===== src/rtl/sync_scheduler_pipe.sv =====
// Pipelined FIFO-to-homography sync scheduler: issues coordinate queries, matches in-order returns.
// Optional macro SYNC_STATS_EN enables the saturating stat_* counters (tied to zero otherwise).
module sync_scheduler_pipe #(
   parameter int XW     = 10,
   parameter int YW     = 10,
   parameter int DEPTH  = 4,
   parameter int TO_CYC = 1023,
   parameter int CNT_W  = 16
) (
   input  logic                    clk_25,
   input  logic                    rst_n,
   input  logic [XW+YW+23:0]       q,
   input  logic                    rdempty,
   output logic                    rdclk,
   output logic                    rdreq,
   input  logic                    qready,
   output logic                    start,
   output logic [XW-1:0]           query_x,
   output logic [YW-1:0]           query_y,
   input  logic                    ready,
   input  logic [XW-1:0]           return_x,
   input  logic [YW-1:0]           return_y,
   input  logic [4:0]              r,
   input  logic [5:0]              g,
   input  logic [4:0]              b,
   output logic                    val,
   output logic [XW-1:0]           sync_x,
   output logic [YW-1:0]           sync_y,
   output logic [4:0]              dvi_r,
   output logic [5:0]              dvi_g,
   output logic [4:0]              dvi_b,
   output logic [4:0]              ccd_r,
   output logic [5:0]              ccd_g,
   output logic [4:0]              ccd_b,
   output logic                    debug,
   output logic                    timeout,
   output logic [$clog2(DEPTH):0]  pending,
   output logic [CNT_W-1:0]        stat_match,
   output logic [CNT_W-1:0]        stat_mismatch,
   output logic [CNT_W-1:0]        stat_timeout
);

   localparam int AW = $clog2(DEPTH);
   localparam int PW = AW + 1;
   localparam int TW = $clog2(TO_CYC + 1);
   localparam logic [PW-1:0] DEPTH_P  = PW'(DEPTH);
   localparam logic [AW-1:0] PTR_ONE  = AW'(1'b1);
   localparam logic [TW-1:0] TO_P     = TW'(TO_CYC);
   localparam logic [TW-1:0] AGE_ONE  = TW'(1'b1);

   logic [XW-1:0] ent_x_r [DEPTH];
   logic [YW-1:0] ent_y_r [DEPTH];
   logic [4:0]    ent_r_r [DEPTH];
   logic [5:0]    ent_g_r [DEPTH];
   logic [4:0]    ent_b_r [DEPTH];

   logic [AW-1:0] wr_ptr_r;
   logic [AW-1:0] rd_ptr_r;
   logic [PW-1:0] occ_r;
   logic [TW-1:0] age_r;
   logic          rd_d1_r;

   logic [XW-1:0] q_x_s;
   logic [YW-1:0] q_y_s;
   logic          head_valid_s;
   logic          head_match_s;
   logic          pop_ret_s;
   logic          pop_to_s;
   logic          pop_s;
   logic          match_s;
   logic          mism_s;

   assign rdclk = clk_25;
   assign q_x_s = q[XW+YW+23:YW+24];
   assign q_y_s = q[YW+23:24];

   // occ_r counts written entries; reserved-but-unwritten slots only live in pending
   assign head_valid_s = (occ_r != {PW{1'b0}});
   assign head_match_s = (return_x == ent_x_r[rd_ptr_r]) && (return_y == ent_y_r[rd_ptr_r]);
   assign pop_ret_s    = ready && head_valid_s;
   assign pop_to_s     = !ready && head_valid_s && (age_r == TO_P);
   assign pop_s        = pop_ret_s || pop_to_s;
   assign match_s      = pop_ret_s && head_match_s;
   assign mism_s       = ready && !(head_valid_s && head_match_s);
   assign rdreq        = !rdempty && qready && (pending < DEPTH_P);

   // Issue pipeline, pending buffer, head ageing and registered result outputs
   always_ff @(posedge clk_25) begin
      if (!rst_n) begin
         for (int i = 0; i < DEPTH; i++) begin
            ent_x_r[i] <= {XW{1'b0}};
            ent_y_r[i] <= {YW{1'b0}};
            ent_r_r[i] <= 5'd0;
            ent_g_r[i] <= 6'd0;
            ent_b_r[i] <= 5'd0;
         end
         wr_ptr_r <= {AW{1'b0}};
         rd_ptr_r <= {AW{1'b0}};
         occ_r    <= {PW{1'b0}};
         pending  <= {PW{1'b0}};
         age_r    <= {TW{1'b0}};
         rd_d1_r  <= 1'b0;
         start    <= 1'b0;
         query_x  <= {XW{1'b0}};
         query_y  <= {YW{1'b0}};
         val      <= 1'b0;
         debug    <= 1'b0;
         timeout  <= 1'b0;
         sync_x   <= {XW{1'b0}};
         sync_y   <= {YW{1'b0}};
         dvi_r    <= 5'd0;
         dvi_g    <= 6'd0;
         dvi_b    <= 5'd0;
         ccd_r    <= 5'd0;
         ccd_g    <= 6'd0;
         ccd_b    <= 5'd0;
      end else begin
         rd_d1_r <= rdreq;
         start   <= rd_d1_r;
         if (rd_d1_r) begin
            ent_x_r[wr_ptr_r] <= q_x_s;
            ent_y_r[wr_ptr_r] <= q_y_s;
            ent_r_r[wr_ptr_r] <= q[23:19];
            ent_g_r[wr_ptr_r] <= q[15:10];
            ent_b_r[wr_ptr_r] <= q[7:3];
            query_x           <= q_x_s;
            query_y           <= q_y_s;
            wr_ptr_r          <= wr_ptr_r + PTR_ONE;
         end
         val     <= match_s;
         debug   <= mism_s;
         timeout <= pop_to_s;
         if (match_s) begin
            sync_x <= ent_x_r[rd_ptr_r];
            sync_y <= ent_y_r[rd_ptr_r];
            dvi_r  <= ent_r_r[rd_ptr_r];
            dvi_g  <= ent_g_r[rd_ptr_r];
            dvi_b  <= ent_b_r[rd_ptr_r];
            ccd_r  <= r;
            ccd_g  <= g;
            ccd_b  <= b;
         end
         if (pop_s) begin
            rd_ptr_r <= rd_ptr_r + PTR_ONE;
         end
         pending <= pending + {{(PW-1){1'b0}}, rdreq} - {{(PW-1){1'b0}}, pop_s};
         occ_r   <= occ_r + {{(PW-1){1'b0}}, rd_d1_r} - {{(PW-1){1'b0}}, pop_s};
         // age restarts whenever a new entry takes over the head position
         if (pop_s || !head_valid_s) begin
            age_r <= {TW{1'b0}};
         end else begin
            age_r <= age_r + AGE_ONE;
         end
      end
   end

`ifdef SYNC_STATS_EN
   function automatic logic [CNT_W-1:0] sat_inc(input logic [CNT_W-1:0] v);
      if (&v) begin
         sat_inc = v;
      end else begin
         sat_inc = v + CNT_W'(1'b1);
      end
   endfunction

   // Saturating event counters
   always_ff @(posedge clk_25) begin
      if (!rst_n) begin
         stat_match    <= {CNT_W{1'b0}};
         stat_mismatch <= {CNT_W{1'b0}};
         stat_timeout  <= {CNT_W{1'b0}};
      end else begin
         if (match_s) begin
            stat_match <= sat_inc(stat_match);
         end
         if (mism_s) begin
            stat_mismatch <= sat_inc(stat_mismatch);
         end
         if (pop_to_s) begin
            stat_timeout <= sat_inc(stat_timeout);
         end
      end
   end
`else
   assign stat_match    = {CNT_W{1'b0}};
   assign stat_mismatch = {CNT_W{1'b0}};
   assign stat_timeout  = {CNT_W{1'b0}};
`endif

endmodule


===== config.mk =====
export PLATFORM = sky130hd
export DESIGN_NAME = sync_scheduler_pipe
export DESIGN_NICKNAME = d
export VERILOG_FILES = /design/src/rtl/sync_scheduler_pipe.sv
export SDC_FILE = /design/constraint.sdc
export NUM_CORES = 1
export LEC_CHECK = 0
export ABC_AREA = 1
export CORE_ASPECT_RATIO = 1.2
export CORE_MARGIN = 4
export CORE_UTILIZATION = 40
export CTS_BUF_LIST = sky130_fd_sc_hd__clkbuf_8
export DETAILED_ROUTE_END_ITERATION = 8
export HOLD_SLACK_MARGIN = 0.03
export PLACE_DENSITY = 0.67
export SLEW_MARGIN = 20
export SYNTH_ARGS = -nofsm -noshare
export SYNTH_HDL_FRONTEND = slang
export SYNTH_SLANG_ARGS = --single-unit

===== constraint.sdc =====
create_clock -name clk_25 -period 3.6 [get_ports clk_25]
set_clock_uncertainty 0.15 [all_clocks]
set_input_delay 0.54 -clock clk_25 [delete_from_list [all_inputs] [get_ports clk_25]]
set_output_delay 0.54 -clock clk_25 [all_outputs]
set_load 0.01 [all_outputs]

==> results.md, run 1 <==
CTS:
- The post-cts sizing count is 0.
- Once the clock tree was built, the setup fixing pass inserted 0 buffers.
- The TritonCTS clock tree is yes.
- The quantity of hold-fixing buffers added after cts is 0.
- Clock latency on the worst-skew pair, taken at its later pin, is 0.65 ns.
- After clock tree synthesis, the clock-pin slew on the worst setup and hold paths is 0.06 ns.

Setup path:
- STA classifies the critical path startpoint as a clock port.
- The biggest fanout along the worst timing path is 2.
- The endpoint class of the critical path is a primary output.
- Across all register-to-register paths, the minimum setup slack is 0.52 ns.
- The classification of the worst setup path is clk2out.
- The arrival time reported for the critical path endpoint is 2.49 ns.
- The critical path required time is 2.91 ns.

STA:
- Setup repair after global routing left no endpoint under its margin.
- Headroom to the max-slew limit came out at 50.93%.
- The number of hold-slack violations in the final timing report was 0.
- Setup violations remaining at the end of the flow were counted as 0.
- After routing, the total negative slack on setup checks comes to 0 ns.
- The final-layout worst hold slack is 0.08388 ns.
- In the post-route analysis, the smallest setup slack over all paths is 0.4204 ns.
- The final number of max-transition violations is 0.
- The transition at the pin with the smallest max-transition slack is 0.7344 ns.

Detailed routing:
- The number of nets still failing antenna checks after routing is 0.
- The post-detailed-routing wire length is 28030 um.
- Before antenna repair, the detailed router went through 5 iterations.
- For this run, design rule violations remaining after detail routing come to 0.
- The average wire per standard cell is 15.10 um.
- The per-cell via count in the routed design is 4.649.
- Detailed routing inserted a total of 8628 vias.
- After the first detailed-routing iteration, the DRC count stood at 395.

Die:
- The total core area is 27170 um^2.
- The height of the chip is 190.3 um.
- The effective utilization at floorplan is 40.76%.
- The horizontal die dimension is 159.9 um.
- Pin placement for this block handled 214 I/O pins.
- The placement row count is 66.
- The die covers 30420 um^2.

Worst hold path:
- The min-delay analysis places its worst path in the category in2reg.

Yosys:
- The parity-gate share of the synthesized area counting xor and xnor cells is 0.6327%.
- The post-synthesis cell type count is 32.
- Summing the areas of all and, or, nand and nor instances in the mapped netlist gives 24.68% of the synthesized area.
- The number of warning messages in the yosys log is 0.
- The count of mapped cells out of synthesis is 1315.
- The largest family of logic cells by synthesized area is simple AND/OR/NAND/NOR gates.
- The most frequently used flop master after synthesis is edfxtp_1.
- The post-synthesis compound-gate area fraction is 3.966%.
- The share of the Yosys chip area taken by registers is 56.94%.
- The cell area after synthesis is 11070 um^2.
- The number of enable-type register cells in the synthesized netlist is 144.
- The largest total area in the synthesized netlist belongs to edfxtp_1.
- Ranked by instance count, the synthesized netlist is headed by 285 x nor2_1, 272 x nand2_1, 185 x inv_1, 144 x edfxtp_1, 99 x dfxtp_1.
- The area share of the largest cell type after synthesis is 39.05%.
- Of the total synthesized cell area, the portion taken by full adders, half adders and majority gates is 0.9264%.
- Yosys attributes the largest share of cell area to edfxtp_1 39%, dfxtp_1 18%, nor2_1 9.7%.
- Each instance of the synthesized netlist takes up on average 8.422 um^2.
- The most common cell in the netlist is nor2_1.
- For this run, asynchronously set or reset flops after synthesis account for 0%.
- The post-synthesis mux area share is 0%.
- The synthesized flop and latch total is 243.

GRT:
- The global-route usage over all layers is 18.19%.
- The via count of the first global-routing pass came to 8548.
- The total grt overflow is 0.
- The first global-routing pass estimated 43620 um of wire.
- The largest net degree at the start of global routing is 57.
- The initial antenna violation count is 4.

Place:
- Summed over all nets, the half-perimeter wirelength after detailed placement is 18000 um.
- OpenSTA, run right after detailed placement, puts the worst setup slack at 0.3829 ns.
- After detailed placement, the design holds a cell count of 1773.
- The quantity of I/O buffers inserted on ports is 157.
- The total cell area at the placement stage is 12750 um^2.
- The congestion estimate from routability-driven global placement came to 0.7777.

Finish:
- The area used by multi-input combinational logic is 3552 um^2.
- The share of the core filled with cells in the final layout is 50.02%.
- The final cell count without fillers is 1856.
- The post-route netlist has 6.675% of its cells at a drive strength greater than 1.
- The register cell area after layout is 6306 um^2.
- The final-stage net count is 1572.
- The relative area change from synthesis to final layout is 22.71%.
- Summing all non-filler instances in the final layout gives an area of 13590 um^2.
- The number of fillers in the final layout is 2561.

Flow run:
- Across the run, the number of max-cap violations was 0.

Outcome:
- The run finished with clean final reports.

Pwr:
- The analysis attributes to cell leakage a power of 6.027 nW.
- The maximum VDD drop is 0.3345 mV.
- Summing internal, switching and leakage power gives 6.927 mW.
- The total power density per cell area is 509.8 nW/um^2.
-- flip-flops by register name, summed over array words and instances (netlist names), 6 cells and up, named ones only --
name,cells
ent_g_r,24
query_y,10
ent_y_r,40
sync_y,10
ent_b_r,20
age_r,10
ent_x_r,40
ent_r_r,20
sync_x,10
ccd_g,6
dvi_g,6
query_x,10
-- routing by layer --
layer | share of wire [%] | up-vias | wire length, um | GRT usage, %
li1 | - | 4346 | - | -
met1 | 39 | 3968 | 10880 | 20.50
met2 | 51 | 251 | 14420 | 32.40
met3 | 5.8 | 61 | 1627 | 3.805
met4 | 3.9 | 2 | 1084 | 9.699
met5 | 0.050 | - | 14 | 0
-- critical path, stage by stage --
cell,delay [ns]
clkbuf_8,0.11
clkbuf_8,0.12
clkdlybuf4s50_1,0.46
-- report_power, final --
part | switching [mW] | leakage [nW] | internal, mW
logic | 0.882 | 3.25 | 0.436
registers | 0.0635 | 2.29 | 3.08
clock network | 1.13 | 0.486 | 1.34
total | 2.07 | 6.03 | 4.86
-- final timing paths --
check,start,depth (start not counted),end
max,clk_25,3,rdclk
min,rst_n,3,occ_r[1]$_SDFF_PN0_
max reg2reg,age_r[0]$_SDFF_PP0_,17,occ_r[2]$_SDFF_PN0_
min reg2reg,query_x[8]$_SDFFE_PN0P_,2,query_x[8]$_SDFFE_PN0P_
-- cells by family (layout without fill, tap and decap cells) --
group	count (synthesis)	after routing
and+or+nand+nor	675	675
buffers and inverters	298	449
DFF	243	243
AOI/OAI and AO/OA	83	83
xor gates and xnor gates	8	8
adders and majority gates	7	7
other	1	51
-- placed cells by master (no fill, tap or decap), drive strengths merged, types with 5 or more instances in the layout --
cell type | netlist | final
buf | 80 | 23
clkbuf | 28 | 49
nor2 | 291 | 291
xor2 | 7 | 7
o21ai | 39 | 39
a21oi | 26 | 26
clkinv | 0 | 12
o22ai | 16 | 16
nand3 | 96 | 96
clkdlybuf4s50 | 0 | 156
dfxtp | 99 | 99
ha | 5 | 5
nand3b | 5 | 5
edfxtp | 144 | 144
nand2 | 273 | 273
conb | 1 | 48
nor3 | 5 | 5
inv | 190 | 206
-- layout make-up --
cell class                      count  area share (%)
Timing Repair Buffer              178           12.78
Sequential cell                   243           46.40
Inverter                          190           5.267
Antenna cell                        3         0.05524
Multi-Input combinational cell    821           26.14
Clock buffer                       50           5.036
Clock inverter                     31           1.188
Tap cell                          340           3.130
No activity file was read; power rests on OpenSTA's default activity.
==> run 2, diff against run 1 <==
--- a/config.mk
+++ b/config.mk
@@ -13,6 +13,7 @@
 export DETAILED_ROUTE_END_ITERATION = 8
 export HOLD_SLACK_MARGIN = 0.03
 export PLACE_DENSITY = 0.67
+export RECOVER_POWER = 25
 export SLEW_MARGIN = 20
 export SYNTH_ARGS = -nofsm -noshare
 export SYNTH_HDL_FRONTEND = slang
==> run 2 against run 1 <==
Against the previous run: non-clock buffer count stayed put; utilization hardly changed; power hardly changed; sequential share of layout area hardly changed; sequential power hardly changed; clock power hardly changed; via count is 0.22% higher; sequential cell count stayed put; register-to-register slack hardly changed; largest cell class unchanged.
==> results.md, run 2 (synthesized netlist as in run 1, its figures left out) <==
Die:
- The height of the chip is 190.3 um (unchanged).
- The placement row count came to 66 (unchanged).
- The effective utilization at floorplan is 40.76% (unchanged).
- The horizontal die dimension is 159.9 um (unchanged).
- The total core area is 27170 um^2 (unchanged).
- The number of top-level pins is 214 (unchanged).
- The total die area is 30420 um^2 (unchanged).

Finish:
- The relative area change from synthesis to final layout came to 22.62% (about the same).
- The final cell count without fillers came to 1856 (unchanged).
- The number of fillers in the final layout came to 2566 (+0.20%).
- The largest registers in the layout are ent_x_r x40, ent_y_r x40, ent_g_r x24.
- The ratio of cells with drive above 1 in the final layout is 6.543% (-0.13 points).
- The top cell types in the final layout, fill and taps aside, are 284 x nor2_1, 271 x nand2_1, 200 x inv_1, 156 x clkdlybuf4s50_1, 144 x edfxtp_1.
- The final-stage net count came to 1572 (unchanged).
- The leading cell type in the layout, fill and taps excluded is nor2_1.
- The finished layout cell area is 13580 um^2 (about the same).
- The share of the core filled with cells in the final layout is 49.98% (about the same).

Detailed routing:
- The number of vias in the routed layout is 8647 (+0.22%).
- The number of nets still failing antenna checks after routing is 0 (unchanged).
- The average wire per standard cell was 15.10 um (about the same).
- The post-detailed-routing wire length came to 28020 um (about the same).
- The number of iterations in the first detailed-routing pass is 5 (unchanged).
- The per-cell via count in the routed design is 4.659 (+0.22%).
- The detailed-route DRC error count is 0 (unchanged).
- The DRC violation total after the first TritonRoute iteration came to 387 (-2.0%).

GRT:
- The largest net degree at the start of global routing is 57 (unchanged).
- The via count of the first global-routing pass was 8548 (unchanged).
- The met3 track demand over resource is 3.805% (unchanged).
- The total grt overflow is 0 (unchanged).
- The met1 routing resource usage after global routing came to 20.50% (unchanged).
- The global-route usage over all layers is 18.19% (unchanged).
- The initial antenna violation count came to 4 (unchanged).
- The met2 usage is 32.40% (unchanged).
- The layer flagged by global routing as most heavily used is met2.
- The global-route wire length before repair came to 43620 um (unchanged).

Place:
- The total cell area at the placement stage came to 12750 um^2 (unchanged).
- The placer congestion estimate came to 0.7777 (unchanged).
- The detailed-placement wirelength estimate is 18000 um (unchanged).
- The number of cells after detailed placement is 1773 (unchanged).
- The quantity of I/O buffers inserted on ports came to 157 (unchanged).

Worst hold path:
- For hold timing, the worst endpoint is occ_r[1]$_SDFF_PN0_.
- The tightest min-delay check is of the in2reg type.
- The worst min-delay path startpoint is rst_n.
- The worst hold path depth came to 3 (unchanged).

STA:
- The final-layout worst hold slack is 0.08179 ns (-0.002088 ns).
- The final setup violation count is 0 (unchanged).
- The final number of max-transition violations is 0 (unchanged).
- The setup TNS after final layout is 0 ns (unchanged).
- Setup repair after global routing left no endpoint under its margin.
- The transition at the pin with the smallest max-transition slack is 1.444 ns (+0.7092 ns).
- The number of hold-slack violations in the final timing report is 0 (unchanged).
- The normalized max-slew margin is 3.764% (-47 points).

CTS:
- The post-CTS clock slew at the launch and capture registers of the worst setup and hold paths was 0.06 ns (about the same).
- The quantity of hold-fixing buffers added after cts is 0 (unchanged).
- The post-cts sizing count was 0 (unchanged).
- The TritonCTS clock tree is yes.
- The number of buffers added for setup after CTS is 0 (unchanged).
- The clock latency of the later-clocked register in the worst-skew pair is 0.66 ns (about the same).

Outcome:
- The flow ran to the end, and the final reports show no timing, DRC or antenna violations.

Setup path:
- The worst setup slack for register-to-register paths is 0.53 ns (about the same).
- The depth of the worst register-to-register path is 17 (unchanged).
- The biggest fanout along the worst timing path was 2 (unchanged).
- The critical path required time is 2.91 ns (about the same).
- The endpoint class of the critical path is a primary output.
- The start of the worst register-to-register path is age_r[0]$_SDFF_PP0_.
- The launching element type of the critical path is a clock port.
- The classification of the worst setup path is clk2out.
- The worst register-to-register path ends at occ_r[2]$_SDFF_PN0_.
- The arrival time reported for the critical path endpoint is 2.49 ns (about the same).

Pwr:
- The leakage power summed over all cells is 6.021 nW (-0.11%).
- The total power density per cell area is 510.2 nW/um^2 (about the same).
- The maximum VDD drop came to 0.3345 mV (about the same).

Flow run:
- The total of max-cap violations is 0 (unchanged).
[run 2: worst max-delay path by stage]
| stage | start | to | cells after the start | slack (ns) |
|---|---|---|---|---|
| after global placement | ready | pending[2]$_SDFF_PN0_ | 14 | 0.48 |
| after global routing | age_r[0]$_SDFF_PP0_ | occ_r[2]$_SDFF_PN0_ | 17 | 0.21 |
| final | clk_25 | rdclk | 3 | 0.42 |
| after CTS | clk_25 | rdclk | 3 | 0.41 |
| after detailed placement | ready | occ_r[2]$_SDFF_PN0_ | 14 | 0.38 |
| after floorplan | wr_ptr_r[0]$_SDFFE_PN0P_ | ent_b_r[1][0]$_SDFFCE_PN0P_ | 4 | 0.76 |
[run 2: stage by stage]
stage	total power [mW]	setup slack, ns
floorplan	4.161	0.7561
global placement	4.527	0.4800
detailed placement	4.557	0.3829
CTS	7.020	0.4075
global route	7.330	0.2139
finish	6.929	0.4204
[run 2: area by class of cell]
class | count | area [um^2] | area share, %
clock inverter | 31 | 161.4 | 1.189
sequential | 243 | 6306 | 46.44
timing repair buffer | 178 | 1727 | 12.72
tap | 340 | 425.4 | 3.133
multi-input combinational | 821 | 3552 | 26.16
antenna | 3 | 7.507 | 0.05528
clock buffer | 50 | 684.4 | 5.040
inverter | 190 | 715.7 | 5.270
[run 2: where the power goes]
group | internal, mW | switching, mW
combinational | 0.435 | 0.881
sequential | 3.08 | 0.0637
clock | 1.34 | 1.13
[run 2: worst max-delay path, stage by stage]
cell	delay, ns
clkbuf_8	0.11
clkbuf_8	0.12
clkdlybuf4s50_1	0.46
[run 2: routing by layer]
layer	wire (um)	vias up
met5	14	-
met4	1096	2
met3	1594	63
met2	14380	251
met1	10940	3984
li1	-	4347
==> run 3, diff against run 2 <==
--- a/config.mk
+++ b/config.mk
@@ -11,8 +11,8 @@
 export CORE_UTILIZATION = 40
 export CTS_BUF_LIST = sky130_fd_sc_hd__clkbuf_8
 export DETAILED_ROUTE_END_ITERATION = 8
+export DONT_BUFFER_PORTS = 1
 export HOLD_SLACK_MARGIN = 0.03
-export PLACE_DENSITY = 0.67
 export RECOVER_POWER = 25
 export SLEW_MARGIN = 20
 export SYNTH_ARGS = -nofsm -noshare
==> run 3 against run 2 <==
Against the previous run: the flow now finishes with violations (max-capacitance violations, max-slew violations); final cell count fell by 8.6%; non-clock buffer count fell by 152; clock power barely moved; sequential cell count did not move; wire length fell by 1.2%; sequential share of layout area rose by 5.7 points; setup slack improved by 0.21 ns; first-iteration DRC count rose by 14%; via count fell by 7.5%; critical endpoint is now pending[2]$_SDFF_PN0_.
==> results.md, run 3 (synthesized netlist as in run 1, its figures left out) <==
Setup path:
- The depth of the worst register-to-register path is 17 (unchanged).
- On the critical path, the stage with the largest delay is an instance of fa_1.
- The startpoint identified for the worst register-to-register timing path is age_r[0]$_SDFF_PP0_.
- The arrival time reported for the critical path endpoint came to 3.24 ns (+0.75 ns).
- The worst flop-to-flop path endpoint is pending[2]$_SDFF_PN0_.
- The biggest fanout along the worst timing path was 4 (+2).
- The worst setup slack for register-to-register paths is 0.63 ns (+0.10 ns).
- The number of buffers and inverters on the critical path came to 3 (unchanged).
- The classification of the worst setup path is reg2reg.
- Walking the worst path, the cells encountered are ha_1 > nand2_1 > nor3_1 > nand2_1 > nor2_1 > nand2_1 > nor2_1 > nor2_1 > inv_1 > ha_1 > inv_1 > ha_1 > inv_1 > fa_1 > xor2_1 > o21ai_0 > a21oi_1.
- STA classifies the critical path endpoint as a register.
- The critical path required time is 3.88 ns (+0.97 ns).
- In this design, the largest share of critical-path delay is due to adder cells.
- The launching element type of the critical path is a register.
- The largest incremental delay on the critical path is 0.37 ns (-0.09 ns).

Worst hold path:
- The kind of path behind the tightest hold check is in2reg.
- In this run the most critical hold path is launched from g[5].
- The worst hold path depth is 4 (+1).
- The terminating pin of the worst hold path is ccd_g[5]$_SDFFE_PN0P_.

Die:
- The total die area is 30420 um^2 (unchanged).
- The effective utilization at floorplan came to 40.76% (unchanged).
- The horizontal die dimension is 159.9 um (unchanged).
- The total core area was 27170 um^2 (unchanged).
- The number of top-level pins came to 214 (unchanged).
- The height of the chip came to 190.3 um (unchanged).
- The placement row count is 66 (unchanged).

STA:
- The upper clock frequency limit is 0.3371 GHz.
- In the finished design, the share of the clock period the worst path needs comes to 82.40%.
- The normalized max-slew margin is -55.79% (-60 points).
- Setup repair after global routing left no endpoint under its margin.
- The minimum setup slack in the final design is 0.6335 ns (+0.2130 ns).
- The number of hold-slack violations in the final timing report is 0 (unchanged).
- The post-route minimum period is 2.967 ns.
- The setup TNS after final layout was 0 ns (unchanged).
- The transition at the pin with the smallest max-transition slack is 2.337 ns (+0.8933 ns).
- The final number of max-transition violations is 99 (+99).
- The final setup violation count was 0 (unchanged).

Detailed routing:
- The number of nets still failing antenna checks after routing is 0 (unchanged).
- The number of vias in the routed layout was 7997 (-7.5%).
- The average wire per standard cell is 16.31 um (+8.0%).
- The number of iterations in the first detailed-routing pass is 5 (unchanged).
- The detailed-route DRC error count is 0 (unchanged).
- The DRC violation total after the first TritonRoute iteration was 443 (+14%).
- The per-cell via count in the routed design came to 4.712 (+1.1%).
- The post-detailed-routing wire length is 27680 um (-1.2%).

Pwr:
- The clock share of power is 36.4% (+0.7 points).
- The share of total power in sequential cells is 46.6% (+1.2 points).
- The switching power was 2.025 mW (-2.3%).
- The internal cell power is 4.775 mW (-1.6%).
- The proportion of total power due to net switching was 29.78% (-0.15 points).
- The leakage power summed over all cells is 5.466 nW (-9.2%).
- The total power density per cell area is 562.8 nW/um^2 (+10%).
- The portion of total power attributed to combinational logic is 17.1% (-1.9 points).
- The maximum VDD drop is 0.3333 mV (-0.34%).
- The total design power is 6.801 mW (-1.9%).

CTS:
- The post-cts sizing count is 0 (unchanged).
- The buffer depth of the longest clock path is 3.
- The post-CTS clock slew at the launch and capture registers of the worst setup and hold paths came to 0.07 ns (about the same).
- The H-tree depth is 2.
- The number of sinks driven by the clock tree is 243.
- The root cell of the clock tree is clkbuf_8.
- In this run, CTS created clock tree buffers numbering 41.
- The TritonCTS clock tree is yes.
- The clock latency of the later-clocked register in the worst-skew pair came to 0.55 ns (-0.11 ns).
- The quantity of hold-fixing buffers added after cts was 7 (+7).
- The number of buffers added for setup after CTS is 0 (unchanged).

GRT:
- The total grt overflow is 0 (unchanged).
- The global-route wire length before repair came to 41860 um (-4.0%).
- The largest net degree at the start of global routing is 81 (+42%).
- The initial antenna violation count is 1 (-3).
- The global-route usage over all layers came to 17.86% (-0.33 points).
- The via count of the first global-routing pass is 7769 (-9.1%).

Flow run:
- The total of max-cap violations is 3 (+3).

Finish:
- The relative area change from synthesis to final layout is 9.118%.
- The ratio of cells with drive above 1 in the final layout came to 6.858% (+0.32 points).
- The share of the core filled with cells in the final layout is 44.48% (-5.5 points).
- In the final layout, the registers with the most flip-flops are ent_x_r x40, ent_y_r x40, ent_g_r x24.
- In the layout the commonest cells are 284 x nor2_1, 271 x nand2_1, 198 x inv_1, 144 x edfxtp_1, 99 x dfxtp_1.
- The leading cell type in the layout, fill and taps excluded is nor2_1.
- The final-stage net count is 1415 (-10%).
- The number of fillers in the final layout is 2721 (+6.0%).
- The final cell count without fillers is 1697 (-8.6%).

Place:
- The number of cells after detailed placement is 1613 (-9.0%).
- The placer congestion estimate is 0.7628 (-1.9%).
- The quantity of I/O buffers inserted on ports is 0 (-100%).
- The placement-stage worst setup slack is 0.6211 ns (+0.2382 ns).
- The detailed-placement wirelength estimate is 17350 um (-3.6%).

Outcome:
- The final reports fail on max-capacitance violations, max-slew violations.
- The run finished, with violations left.
## run 3: cell count changes in the layout (fill, tap and decap cells not counted), sizes merged
cell and delta:
buf -3, clkdlybuf4s50 -156, clkinvlp -1, inv -3, diode -2, clkinv -3
dlygate4sd3 +6, clkbuf +3
## run 3: worst reg2reg max path, stage by stage, from the launching register on
cell and delay [ns]:
dfxtp_1 0.35, ha_1 0.17, nand2_1 0.07, nor3_1 0.27, nand2_1 0.08, nor2_1 0.13
nand2_1 0.10, nor2_1 0.10, nor2_1 0.08, inv_1 0.12, ha_1 0.24, inv_1 0.06
ha_1 0.13, inv_1 0.05, fa_1 0.37, xor2_1 0.17, o21ai_0 0.16, a21oi_1 0.05
## run 3: cell type report
type / count / area [um^2] / area share (%)
diodes: 1 / 2.502 / 0.02071
clock buffers: 52 / 715.7 / 5.923
clock inverters: 24 / 122.6 / 1.015
inverters: 190 / 715.7 / 5.923
multi-input cells: 821 / 3552 / 29.40
flip-flops and latches: 243 / 6306 / 52.18
well taps: 340 / 425.4 / 3.520
repair buffers: 26 / 244.0 / 2.019
## run 3: layer usage
metal / vias to the layer above / share of wire (%) / track usage (%)
met5: - / 0 / 0
met3: 49 / 6.8 / 4.324
met2: 221 / 51 / 32.01
met1: 3695 / 39 / 20.08
met4: 0 / 3.4 / 8.375
li1: 4032 / - / -
## run 3: worst max-delay path by stage
stage | startpoint | end | slack, ns | depth (start not counted)
3_3_place_gp | age_r[0]$_SDFF_PP0_ | pending[2]$_SDFF_PN0_ | 0.65 | 17
3_5_place_dp | age_r[0]$_SDFF_PP0_ | pending[2]$_SDFF_PN0_ | 0.62 | 17
6_report | age_r[0]$_SDFF_PP0_ | pending[2]$_SDFF_PN0_ | 0.63 | 17
5_1_grt | age_r[0]$_SDFF_PP0_ | pending[2]$_SDFF_PN0_ | 0.24 | 17
4_1_cts | age_r[0]$_SDFF_PP0_ | pending[2]$_SDFF_PN0_ | 0.62 | 17
2_1_floorplan | wr_ptr_r[0]$_SDFFE_PN0P_ | ent_b_r[1][0]$_SDFFCE_PN0P_ | 0.76 | 4
## run 3: power groups by stage
stage / Combinational, mW / Clock (mW) / Sequential (mW)
floorplan: 0.937 / 0.0229 / 3.20
global placement: 1.14 / 0 / 3.22
detailed placement: 1.16 / 0 / 3.23
CTS: 1.18 / 2.56 / 3.17
global route: 1.32 / 2.69 / 3.18
finish: 1.16 / 2.47 / 3.17
## run 3: through the flow
stage                     hold slack (ns)  instance area, um^2
after global routing              0.05772                12080
final                             0.06601                12080
after global placement             0.2792                11170
after detailed placement           0.2861                11170
after floorplan                    0.2679                11250
after CTS                         0.03053                12090
